[config.mk]
export PLATFORM = sky130hd
export DESIGN_NAME = alu8_rr_arbiter_flat
export DESIGN_NICKNAME = d
export VERILOG_FILES = /design/src/rtl/alu8_rr_arbiter_if.sv /design/src/rtl/alu8_rr_arbiter.sv /design/src/flat_wrapper.sv
export SDC_FILE = /design/constraint.sdc
export NUM_CORES = 1
export LEC_CHECK = 0
export CAP_MARGIN = 15
export CELL_PAD_IN_SITES_DETAIL_PLACEMENT = 0
export CELL_PAD_IN_SITES_GLOBAL_PLACEMENT = 1
export CORE_MARGIN = 2
export CORE_UTILIZATION = 33
export CTS_CLUSTER_SIZE = 20
export DETAILED_ROUTE_END_ITERATION = 10
export PLACE_DENSITY = 0.89
export SLEW_MARGIN = 0
export SYNTH_ARGS = -nofsm -noshare
export SYNTH_HDL_FRONTEND = slang
export SYNTH_HIERARCHICAL = 1
export SYNTH_SLANG_ARGS = --single-unit
[constraint.sdc]
create_clock -name clk -period 2.45 [get_ports clk]
set_input_delay 0.735 -clock clk [delete_from_list [all_inputs] [get_ports clk]]
set_output_delay 0.735 -clock clk [all_outputs]
set_load 0.02 [all_outputs]
[src/rtl/alu8_rr_arbiter_if.sv]
// Request/response bundle between the requesting engines and the shared ALU.
// Requesters sit on the master side; the arbiter is the slave.
interface alu8_rr_arbiter_if #(
  parameter int NREQ = 4,
  parameter int IDW  = 3
);
  logic [NREQ-1:0]   req_valid;
  logic [NREQ-1:0]   req_ready;
  logic [8*NREQ-1:0] req_a;
  logic [8*NREQ-1:0] req_b;
  logic [3*NREQ-1:0] req_op;
  logic              rsp_valid;
  logic              rsp_ready;
  logic [IDW-1:0]    rsp_id;
  logic [7:0]        rsp_y;
  logic              rsp_z;
  logic              rsp_c;
  logic              rsp_v;

  modport master (
    output req_valid, req_a, req_b, req_op, rsp_ready,
    input  req_ready, rsp_valid, rsp_id, rsp_y,
    input  rsp_z, rsp_c, rsp_v
  );

  modport slave (
    input  req_valid, req_a, req_b, req_op, rsp_ready,
    output req_ready, rsp_valid, rsp_id, rsp_y,
    output rsp_z, rsp_c, rsp_v
  );
endinterface

[src/rtl/alu8_rr_arbiter.sv]
// Round-robin arbiter sharing one combinational 8-bit ALU among NREQ
// requesters; one operation at a time through IDLE -> EXEC -> RESP.

// 8-bit ALU. C is carry for add, borrow for sub, the shifted-out bit for
// shifts and 0 otherwise; V is signed overflow for add/sub, else 0.
module alu8 (
  input  logic [7:0] a_i,
  input  logic [7:0] b_i,
  input  logic [2:0] op_i,
  output logic [7:0] y_o,
  output logic       z_o,
  output logic       c_o,
  output logic       v_o
);
  logic [8:0] sum;
  logic [8:0] dif;

  assign sum = {1'b0, a_i} + {1'b0, b_i};
  assign dif = {1'b0, a_i} - {1'b0, b_i};
  assign z_o = (y_o == 8'h00);

  // Opcode decode
  always_comb begin
    y_o = 8'h00;
    c_o = 1'b0;
    v_o = 1'b0;
    unique case (op_i)
      3'b000: begin
        y_o = sum[7:0];
        c_o = sum[8];
        v_o = (a_i[7] == b_i[7]) && (sum[7] != a_i[7]);
      end
      3'b001: begin
        y_o = dif[7:0];
        c_o = dif[8];
        v_o = (a_i[7] != b_i[7]) && (dif[7] != a_i[7]);
      end
      3'b010: y_o = a_i & b_i;
      3'b011: y_o = a_i | b_i;
      3'b100: y_o = a_i ^ b_i;
      3'b101: begin
        y_o = {a_i[6:0], 1'b0};
        c_o = a_i[7];
      end
      3'b110: begin
        y_o = {1'b0, a_i[7:1]};
        c_o = a_i[0];
      end
      3'b111: y_o = a_i;
      default: y_o = 8'h00;
    endcase
  end
endmodule

module alu8_rr_arbiter #(
  parameter int NREQ = 4,
  parameter int IDW  = 3
) (
  input  logic                clk,
  input  logic                rst_n,
  alu8_rr_arbiter_if.slave    bus,
  output logic                busy
);
  typedef enum logic [1:0] {IDLE, EXEC, RESP} state_t;

  state_t         state_q;
  logic [IDW-1:0] last_q;
  logic [IDW-1:0] id_q;
  logic [7:0]     a_q;
  logic [7:0]     b_q;
  logic [2:0]     op_q;
  logic           busy_q;
  logic           rsp_valid_q;
  logic [IDW-1:0] rsp_id_q;
  logic [7:0]     rsp_y_q;
  logic           rsp_z_q;
  logic           rsp_c_q;
  logic           rsp_v_q;

  logic           win_vld;
  logic [IDW-1:0] win_idx;
  logic [7:0]     sel_a;
  logic [7:0]     sel_b;
  logic [2:0]     sel_op;
  logic [NREQ-1:0] rdy;

  logic [7:0]     alu_y;
  logic           alu_z;
  logic           alu_c;
  logic           alu_v;

  // Winner search from last_grant+1 upward; smallest distance wins
  always_comb begin
    win_vld = 1'b0;
    win_idx = '0;
    for (int k = NREQ; k >= 1; k--) begin
      for (int i = 0; i < NREQ; i++) begin
        if ((((int'(last_q) + k) % NREQ) == i) && bus.req_valid[i]) begin
          win_vld = 1'b1;
          win_idx = IDW'(i);
        end
      end
    end
  end

  // Winner operand mux and one-hot grant, only offered in IDLE
  always_comb begin
    sel_a  = 8'h00;
    sel_b  = 8'h00;
    sel_op = 3'b000;
    rdy    = '0;
    for (int i = 0; i < NREQ; i++) begin
      if (win_idx == IDW'(i)) begin
        sel_a  = bus.req_a[8*i +: 8];
        sel_b  = bus.req_b[8*i +: 8];
        sel_op = bus.req_op[3*i +: 3];
      end
      rdy[i] = rst_n && win_vld && (state_q == IDLE)
             && (win_idx == IDW'(i));
    end
  end

  alu8 u_alu (
    .a_i  (a_q),
    .b_i  (b_q),
    .op_i (op_q),
    .y_o  (alu_y),
    .z_o  (alu_z),
    .c_o  (alu_c),
    .v_o  (alu_v)
  );

  // Control FSM with registered response and busy
  always_ff @(posedge clk or negedge rst_n) begin
    if (!rst_n) begin
      state_q     <= IDLE;
      last_q      <= IDW'(NREQ - 1);
      id_q        <= '0;
      a_q         <= 8'h00;
      b_q         <= 8'h00;
      op_q        <= 3'b000;
      busy_q      <= 1'b0;
      rsp_valid_q <= 1'b0;
      rsp_id_q    <= '0;
      rsp_y_q     <= 8'h00;
      rsp_z_q     <= 1'b0;
      rsp_c_q     <= 1'b0;
      rsp_v_q     <= 1'b0;
    end else begin
      unique case (state_q)
        IDLE: begin
          if (win_vld) begin
            a_q     <= sel_a;
            b_q     <= sel_b;
            op_q    <= sel_op;
            last_q  <= win_idx;
            id_q    <= win_idx;
            busy_q  <= 1'b1;
            state_q <= EXEC;
          end
        end
        EXEC: begin
          rsp_y_q     <= alu_y;
          rsp_z_q     <= alu_z;
          rsp_c_q     <= alu_c;
          rsp_v_q     <= alu_v;
          rsp_id_q    <= id_q;
          rsp_valid_q <= 1'b1;
          state_q     <= RESP;
        end
        RESP: begin
          if (bus.rsp_ready) begin
            rsp_valid_q <= 1'b0;
            busy_q      <= 1'b0;
            state_q     <= IDLE;
          end
        end
        default: begin
          busy_q  <= 1'b0;
          state_q <= IDLE;
        end
      endcase
    end
  end

  assign bus.req_ready = rdy;
  assign bus.rsp_valid = rsp_valid_q;
  assign bus.rsp_id    = rsp_id_q;
  assign bus.rsp_y     = rsp_y_q;
  assign bus.rsp_z     = rsp_z_q;
  assign bus.rsp_c     = rsp_c_q;
  assign bus.rsp_v     = rsp_v_q;
  assign busy          = busy_q;
endmodule
[src/flat_wrapper.sv]
// flat-port wrapper written by rule: the top's interface ports become plain ports
module alu8_rr_arbiter_flat 
#(
  parameter int NREQ = 4,
  parameter int IDW  = 3
)
  (clk, rst_n, busy, bus_req_valid, bus_req_a, bus_req_b, bus_req_op, bus_rsp_ready, bus_req_ready, bus_rsp_valid, bus_rsp_id, bus_rsp_y, bus_rsp_z, bus_rsp_c, bus_rsp_v);
  alu8_rr_arbiter_if #(.NREQ(NREQ), .IDW(IDW)) bus_i ();
  input  logic clk;
  input  logic rst_n;
  output logic busy;
  input wire logic [$bits(bus_i.req_valid)-1:0] bus_req_valid;
  input wire logic [$bits(bus_i.req_a)-1:0] bus_req_a;
  input wire logic [$bits(bus_i.req_b)-1:0] bus_req_b;
  input wire logic [$bits(bus_i.req_op)-1:0] bus_req_op;
  input wire logic [$bits(bus_i.rsp_ready)-1:0] bus_rsp_ready;
  output wire logic [$bits(bus_i.req_ready)-1:0] bus_req_ready;
  output wire logic [$bits(bus_i.rsp_valid)-1:0] bus_rsp_valid;
  output wire logic [$bits(bus_i.rsp_id)-1:0] bus_rsp_id;
  output wire logic [$bits(bus_i.rsp_y)-1:0] bus_rsp_y;
  output wire logic [$bits(bus_i.rsp_z)-1:0] bus_rsp_z;
  output wire logic [$bits(bus_i.rsp_c)-1:0] bus_rsp_c;
  output wire logic [$bits(bus_i.rsp_v)-1:0] bus_rsp_v;
  assign bus_i.req_valid = bus_req_valid;
  assign bus_i.req_a = bus_req_a;
  assign bus_i.req_b = bus_req_b;
  assign bus_i.req_op = bus_req_op;
  assign bus_i.rsp_ready = bus_rsp_ready;
  assign bus_req_ready = bus_i.req_ready;
  assign bus_rsp_valid = bus_i.rsp_valid;
  assign bus_rsp_id = bus_i.rsp_id;
  assign bus_rsp_y = bus_i.rsp_y;
  assign bus_rsp_z = bus_i.rsp_z;
  assign bus_rsp_c = bus_i.rsp_c;
  assign bus_rsp_v = bus_i.rsp_v;
  alu8_rr_arbiter #(.NREQ(NREQ), .IDW(IDW)) u_core (.clk(clk), .rst_n(rst_n), .bus(bus_i), .busy(busy));
endmodule
Word-level counts from Yosys, hierarchy flattened. Cells that the tools add are included.

Bits in registers: 40. Bits of input ports: 83. Output and inout port bits: 20. Logic and storage cells: 151.

Add/subtract/negate cells: 6. Equal/unequal tests: 30. Mux-type cells: 53. Bitwise gates (word level): 8. Reductions and logical operators: 41.

Operators by type and width (count): 32-bit zero test (4); 8-bit two-way mux (8); 8-bit one-hot mux with 8 select lines (1); 3-bit equality test (second input constant) (12); 2-bit two-way mux (16); 1-bit logical AND (24); 1-bit two-way mux (19); 3-bit by 2-bit equality test with 1-bit output (second input constant) (6); 3-bit two-way mux (4); 8-bit by 8-bit adder with 9-bit output (1); 8-bit by 8-bit subtractor with 9-bit output (1); 8-bit AND (1); 8-bit zero test (1); 8-bit bitwise OR (1); 2-bit OR reduction (4); 8-bit XOR (1); 2-bit equality test (second input constant) (3); 3-bit zero test (2); 2-bit one-hot mux with 3 select lines (1); 2-bit AND reduction (3); 2-bit by 1-bit adder with 2-bit output (second input constant) (2); 2-bit adder (second input constant) (2); 1-bit AND (first input constant) (4); 2-bit by 1-bit equality test with 1-bit output (second input constant) (2); 12 further kinds (15).

Longest topological paths before layout. Gate-level depths: netlist (run 1).

Depth in word-level cells: 25. Depth in mapped cells: 12. Depth with buffers taken out: 12.

By module. The synthesis (run 1) kept the hierarchy.

By module, submodules not included: alu8_rr_arbiter (times used 1, cells each 220, area each 2324.7 µm², sequential area each 1003.5 µm²); alu8 (times used 1, cells each 197, area each 1436.4 µm², sequential area each 0.0 µm²).

Worst setup path before layout (run 1). OpenSTA, ideal clock, no wires.

Kind: register to register. Start: reg u_core.a_q[0]. End: reg u_core.rsp_z_q, in the netlist u_core/bus.rsp_z. Setup time: 65 ps. Arrival: 2595 ps. Required time: 2385 ps. Setup slack: -210 ps. Stages on the path, launching flop included: 13. Buffers on the path: 0. Period minus slack after synthesis: 2660 ps. Cells stage by stage: dfrtp_1 inv_1 ha_1 inv_1 fa_1 xor2_1 mux2i_1 a222oi_1 a21oi_1 or4_1 or3_1 nor3_2 mux2_2.

Longest elaborated chain between the ends: 3. Elaborated cells on any way between the ends: 7. Classes of those cells: add/sub (2); mux (1); bitwise (3); reduce/logical (1).

Ends and longest elaborated chain: start, declared (line alu8_rr_arbiter.sv:69) `logic [7:0] a_q;`; start signal, assigned (line alu8_rr_arbiter.sv:153) `a_q <= sel_a;`; 8-bit by 8-bit subtractor with 9-bit output or 8-bit by 8-bit adder with 9-bit output (tied branches) (line alu8_rr_arbiter.sv:19, alu8_rr_arbiter.sv:18); 8-bit one-hot mux with 8 select lines * (line alu8_rr_arbiter.sv:27) `unique case (op_i)`; net u_core.alu_y[2] (line alu8_rr_arbiter.sv:87) `logic [7:0] alu_y;`; 8-bit zero test * (line alu8_rr_arbiter.sv:20) `assign z_o = (y_o == 8'h00);`; net u_core.alu_z (line alu8_rr_arbiter.sv:88) `logic alu_z;`; end signal, assigned (line alu8_rr_arbiter.sv:164) `rsp_z_q <= alu_z;`; end, declared (line alu8_rr_arbiter.sv:76) `logic rsp_z_q;`.

Mark *: on every way through the listed nets, which the timed path passes. The rest lies on a longest branch. A chain may end at the register's enable or synchronous reset.

Worst setup path in the final report (run 1). Same ends and word-level chain as after synthesis.

==> flow_summary.yaml, run 1 <==
run_status:
  failed_checks: "negative setup slack"
  outcome: "finished, violations left"
layout:
  final_cell_area_um2: 5850
  seq_area_um2: 1000
  instances_no_fill: 726
  insertedDiodeCount: 0
  nNetsFinal: 694
  final_cell_mix: "92 x clkdlybuf4s50_1, 85 x buf_4, 37 x dfrtp_1"
  synthToLayoutAreaGrowth_pct: 55.6
  final_common_cell: "clkdlybuf4s50_1"
  multi_input_area_um2: 2660
  drive_gt1_share_pct: 33.8
  fillers: 994
clock_network:
  insertion_delay_ns: 0.29
  cts_tree: "done"
  cts_buffers: 5
  clkSlewWorstSetupHoldPaths_ns: 0.06
  cts-root-buf: "clkbuf_16"
  postCtsHoldBufs: 0
  h-tree-depth: 2
  clock_sinks: 40
  cts.path.max_buffers: 2
timing:
  maxSlewViolCount: 0
  finClkSkew_ns: 0.0101
  worstMarginPinSlew_ns: 0.501
  rsz0062_at_grt: "yes"
  period_minus_slack_ns: 2.85
  timing.final.ws_setup_ns: -0.404
  fmax_mhz: 350
  period_share_pct: 116
  slew_headroom_pct: 66.6
  setup_tns_ns: -0.927
  hold_viol: 0
  finalSetupViolations: 8
  hold-worst-slack_ns: 0.495
global_routing:
  grt_max_degree: 41
  antenna_found_initial: 0
  grt_pass1_wl_um: 19900
  grt_util_all_layers_pct: 19.5
  grt_overflow_total: 0
  first_global_vias: 4125
yosys:
  ys_types: 67
  synth_edf_count: 0
  yosys.area.top_type: "dfrtp_1"
  ys_seq_area_share_pct: 26.7
  syn_area_per_cell_um2: 9.02
  synthArstFlopShare_pct: 100
  synth-main-ff-cell: "dfrtp_1"
  ys_ff_latch: 40
  syn_area_um2: 3760
  netlist.area_leader.share_pct: 25.3
  yosys-top-cells-area: "dfrtp_1 25%, ha_1 8.0%, mux2i_1 7.2%, mux2_2 6.6%, a211oi_1 5.2%"
  yosys_warnings: 6
  netlist_instances: 417
  synth_nets: 526
detailed_routing:
  drcViolationCount: 0
  drtAntennaViolNets: 0
  initialDrtViolationCount: 192
  wl_per_cell_um: 16.5
  via_per_inst: 5.35
  dr_total_vias: 3881
  first_pass_iters: 5
  routed_wl_um: 11900
worst_setup_path:
  cp_slowest_cell: "or4_4"
  crit_path_frequent_cell: "inv_2"
  crit_type: "reg2reg"
  cp-end-kind: "flop"
  cpPeakStageDelay_ns: 0.43
  cp-start-kind: "flop"
  required_ns: 2.68
  ff2ff_path_depth: 12
  path_cells: "inv_2 > ha_4 > inv_2 > fa_2 > xor2_1 > mux2i_1 > a222oi_1 > a21oi_2 > or4_4 > or3_4 > nor3_4 > mux2_4"
  worstPathArrival_ns: 3.08
  path_max_fanout: 2
place:
  dp.cells: 707
  place_hpwl_um: 9380
  io_buffers: 101
  post_dp_cell_area_um2: 5400
  gp_congestion: 0.887
floorplan:
  ioPinCount: 103
  core_area_um2: 11000
  dieArea_um2: 12300
  rows: 38
  start_util_pct: 34.2
  fp.dieH_um: 111
  dieWidth_um: 111
min_path:
  min_path_type: "reg2reg"
  hold_depth: 2
pwr:
  peakVddDrop_uv: 1000
  leakagePower_nw: 2.53
  powerDensity_nw_per_um2: 1470
flow_run:
  drv_cap: 0
==> worst max-delay path: cells and delay by family (launching register included) <==
kind                     cells  cell delay [ns]
adder cells (fa/ha/maj)      2             0.49
AND/OR/NAND/NOR              3             0.92
AO/OA/AOI/OAI                2             0.42
buffers and inverters        2             0.12
XOR/XNOR                     1             0.20
multiplexers                 2             0.25
flip-flops                   1             0.39
==> synthesized netlist by cell type (3+ instances only) <==
cell type,instances
dfrtp_1,38
inv_1,32
nor2_1,31
mux2i_1,27
a211oi_1,26
ha_1,24
nand2_1,24
mux2_2,22
nand3_1,22
a21oi_1,17
buf_2,11
a21boi_0,10
o211ai_2,9
nor2b_1,8
o21ai_0,8
nand2b_1,7
clkbuf_1,6
o22ai_1,6
buf_4,5
buf_6,5
nor3_1,5
or3_1,4
a32oi_1,3
mux4_2,3
o311ai_0,3
or2_2,3
==> routing by layer <==
metal  up-vias  routed length, um  global-route usage [%]
li1       1843                  -                       -
met1      1860               4970                    24.3
met2       148               5900                    33.5
met3        30                704                    3.23
met4         0                372                    8.17
met5         -                  0                       0
==> area by class of cell <==
type / instances / area share (%)
sequential: 40 / 17.2
multi-input combinational: 314 / 45.4
tap: 140 / 2.99
clock buffer: 6 / 2.20
inverter: 33 / 2.29
clock inverter: 2 / 0.214
timing repair buffer: 191 / 29.8
==> repair_timing <==
| item | in CTS | in global routing |
|---|---|---|
| hold endpoints to repair | 0 | 0 |
| pin swaps | 13 | 6 |
| resized for setup | 86 | 13 |
| endpoints found under the setup margin | 31 | 10 |
| cloned | 1 | 0 |
| setup buffers | 9 | 1 |
==> flip-flops by register name (all words and copies together) (netlist names) <==
register              flops
u_core/a_q                8
u_core/busy               1
u_core/b_q                8
u_core/bus.rsp_z          1
u_core/bus.rsp_valid      1
u_core/state_q            2
u_core/last_q             2
u_core/op_q               3
u_core/bus.rsp_y          8
u_core/id_q               2
u_core/bus.rsp_c          1
u_core/bus.rsp_id         2
u_core/bus.rsp_v          1
==> path summary, 6_finish.rpt <==
check                                           start                             to  slack (ns)
setup reg to reg            u_core/a_q[0]$_DFFE_PN0P_   u_core/bus.rsp_z$_DFFE_PN0P_       -0.40
hold reg to reg            u_core/id_q[1]$_DFFE_PN0P_     u_core/id_q[1]$_DFFE_PN0P_        0.49
min in group asynchronous                       rst_n  u_core/state_q[1]$_DFFE_PN0P_        0.59
hold / removal             u_core/id_q[1]$_DFFE_PN0P_     u_core/id_q[1]$_DFFE_PN0P_        0.49
setup / recovery            u_core/a_q[0]$_DFFE_PN0P_   u_core/bus.rsp_z$_DFFE_PN0P_       -0.40
max in group asynchronous                       rst_n      u_core/a_q[1]$_DFFE_PN0P_        1.49
==> report_power, final <==
part	switching (mW)	internal, mW	leakage, nW
clock	0.257	0.376	0.0669
combinational	3.33	3.34	1.99
sequential	0.282	1.02	0.470
total	3.87	4.73	2.53
==> kinds of logic (layout without fill, tap and decap cells) <==
kind of cell,count (synthesis),in the layout,share of synthesized area [%]
AOI/OAI and AO/OA,112,112,22.5
and+or+nand+nor,120,120,16.2
xor gates and xnor gates,3,3,0.699
DFF,40,40,26.7
other,1,1,0.0997
buffers and inverters,63,232,9.21
muxes,52,52,15.6
adders and majority gates,26,26,9.05
==> stage by stage <==
stage	utilization [%]	worst slack (ns)	total power, mW
2_1_floorplan	-	-0.148	4.96
4_1_cts	52.8	-0.305	8.37
6_report	53.3	-0.404	8.60
5_1_grt	53.3	-0.494	9.27
3_5_place_dp	49.1	-1.10	7.17
3_3_place_gp	49.1	-1.01	7.04
No activity file was read; power rests on OpenSTA's default activity.
==> inputs of run 2 (changes only) <==
--- a/config.mk
+++ b/config.mk
@@ -8,7 +8,7 @@
 export CAP_MARGIN = 15
 export CELL_PAD_IN_SITES_DETAIL_PLACEMENT = 0
 export CELL_PAD_IN_SITES_GLOBAL_PLACEMENT = 1
-export CORE_MARGIN = 2
+export CORE_MARGIN = 5
 export CORE_UTILIZATION = 33
 export CTS_CLUSTER_SIZE = 20
 export DETAILED_ROUTE_END_ITERATION = 10
==> flow_summary.yaml, run 2 (synthesis results as in run 1) <==
run_status:
  outcome: "finished, violations left"
  failed_checks: "negative setup slack"
clock_network:
  insertion_delay_ns: 0.29
  postCtsHoldBufs: 0
  cts_buffers: 5
  clock_sinks: 40
  cts-root-buf: "clkbuf_16"
  clkSlewWorstSetupHoldPaths_ns: 0.06
  h-tree-depth: 2
  cts_tree: "done"
  cts.path.max_buffers: 2
place:
  place_ws_ns: -1.07
  dp.cells: 713
  place_hpwl_um: 9700
  io_buffers: 101
  gp_congestion: 0.879
layout:
  synthToLayoutAreaGrowth_pct: 58.0
  fillers: 975
  final_common_cell: "clkdlybuf4s50_1"
  instances_no_fill: 734
  nNetsFinal: 699
  drive_gt1_share_pct: 34.5
  insertedDiodeCount: 0
  final_cell_mix: "92 x clkdlybuf4s50_1, 87 x buf_4, 37 x dfrtp_1"
pwr:
  comb_power_share_pct: 76.8
  switchingPower_mw: 4.01
  power.share.clock_pct: 8.6
  sw_frac_of_total_pct: 44.3
  finalPower_mw: 9.05
  leakagePower_nw: 2.56
  p_int_mw: 5.04
  powerDensity_nw_per_um2: 1520
  peakVddDrop_uv: 688
  sequentialPowerShare_pct: 14.6
detailed_routing:
  first_pass_iters: 4
  wl_per_cell_um: 16.8
  routed_wl_um: 12300
  dr_total_vias: 3857
  drtAntennaViolNets: 0
  drcViolationCount: 0
  via_per_inst: 5.25
  initialDrtViolationCount: 197
floorplan:
  rows: 39
  dieWidth_um: 117
  fp.dieH_um: 117
  dieArea_um2: 13600
  core_area_um2: 11300
  ioPinCount: 103
  start_util_pct: 33.4
timing:
  slew_headroom_pct: 66.2
  timing.final.ws_setup_ns: -0.379
  worstMarginPinSlew_ns: 0.507
  hold_viol: 0
  fmax_mhz: 354
  period_minus_slack_ns: 2.83
  maxSlewViolCount: 0
  period_share_pct: 115
  rsz0062_at_grt: "yes"
  finalSetupViolations: 8
  finClkSkew_ns: 0.00607
worst_setup_path:
  crit_type: "reg2reg"
  path_max_fanout: 2
  path_cells: "inv_2 > ha_4 > inv_2 > fa_2 > xor2_1 > mux2i_1 > a222oi_1 > a21oi_2 > or4_1 > or3_1 > nor3_2 > mux2_4"
  cp-start-kind: "flop"
  cp-end-kind: "flop"
  cp_slowest_cell: "or4_1"
  cpPeakStageDelay_ns: 0.52
  worstPathArrival_ns: 3.06
  crit_path_frequent_cell: "inv_2"
  required_ns: 2.68
flow_run:
  drv_cap: 0
global_routing:
  grt_overflow_total: 0
  grt_pass1_wl_um: 20200
  first_global_vias: 4106
  grt_util_all_layers_pct: 18.4
  grt_max_degree: 41
  antenna_found_initial: 0
min_path:
  min_path_type: "reg2reg"
## run 2: cell types whose count changed in the layout (fill, tap and decap cells not counted), moves of 2 or more
cell	change
inv_2	+3
inv_1	-3
o21ai_2	-2
buf_12	-2
o311ai_1	-2
buf_2	-2
buf_6	+7
buf_4	+2
## run 2: final timing paths
check,from,endpoint,slack [ns],cells after the start
worst min register to register,u_core/id_q[1]$_DFFE_PN0P_,u_core/id_q[1]$_DFFE_PN0P_,0.48,2
worst max register to register,u_core/a_q[0]$_DFFE_PN0P_,u_core/bus.rsp_z$_DFFE_PN0P_,-0.38,12
worst min-delay path,u_core/id_q[1]$_DFFE_PN0P_,u_core/id_q[1]$_DFFE_PN0P_,0.48,2
max in group asynchronous,rst_n,u_core/a_q[1]$_DFFE_PN0P_,1.42,2
min in group asynchronous,rst_n,u_core/bus.rsp_y[5]$_DFFE_PN0P_,0.64,2
worst max-delay path,u_core/a_q[0]$_DFFE_PN0P_,u_core/bus.rsp_z$_DFFE_PN0P_,-0.38,12
## run 2: what timing repair did
action | 4_1_cts | 5_1_grt
pin swaps | 13 | 16
endpoints found under the setup margin | 31 | 12
gates resized for setup | 82 | 27
buffers inserted | 12 | 6
## run 2: area by class of cell
cell class	count	area (um2)	share of cell area (%)
sequential	40	1000	16.9
clock inverter	2	38.8	0.653
clock buffer	6	139	2.34
inverter	33	134	2.25
tap	143	179	3.01
timing repair buffer	196	1770	29.8
multi-input combinational	314	2680	45.1
## run 2: per-layer routing
layer / routed length, um / vias to the layer above / GRT usage [%]
met5: 0 / - / 0
met4: 197 / 0 / 5.12
met3: 694 / 14 / 3.94
met2: 6060 / 130 / 31.3
met1: 5360 / 1852 / 23.5
li1: - / 1861 / -
## run 2: stage by stage
stage / instance area (um2) / setup TNS, ns / hold slack (ns) / util, %
detailed placement: 5420 / -15.88 / 0.469 / 48.1
CTS: 5860 / -1.00 / 0.484 / 52.0
global route: 5940 / -1.45 / 0.521 / 52.7
finish: 5940 / -0.849 / 0.482 / 52.7
global placement: 5420 / -12.95 / 0.457 / 48.1
floorplan: 3830 / -0.668 / 0.439 / -
## run 2: worst max-delay path, delay by kind of cell, from the launching register on
kind | cells | cell delay, ns
AO/OA/AOI/OAI | 2 | 0.41
XOR/XNOR | 1 | 0.13
adder cells (fa/ha/maj) | 2 | 0.48
buffers and inverters | 2 | 0.12
flip-flops | 1 | 0.39
multiplexers | 2 | 0.25
AND/OR/NAND/NOR | 3 | 0.97
## run 2: power groups by stage
stage / sequential (mW) / combinational [mW] / clock (mW)
after floorplan: 1.39 / 3.57 / 0
after global placement: 1.30 / 5.85 / 0
after detailed placement: 1.32 / 5.99 / 0
after CTS: 1.31 / 6.71 / 0.800
after global routing: 1.37 / 7.49 / 0.828
final: 1.32 / 6.95 / 0.780
==> inputs of run 3 (changes only) <==
--- a/config.mk
+++ b/config.mk
@@ -10,6 +10,7 @@
 export CELL_PAD_IN_SITES_GLOBAL_PLACEMENT = 1
 export CORE_MARGIN = 5
 export CORE_UTILIZATION = 33
+export CTS_CLUSTER_DIAMETER = 50
 export CTS_CLUSTER_SIZE = 20
 export DETAILED_ROUTE_END_ITERATION = 10
 export PLACE_DENSITY = 0.89
==> results of run 3 <==
Same layout as run 2: the final DEF is identical, and so are final timing and power.
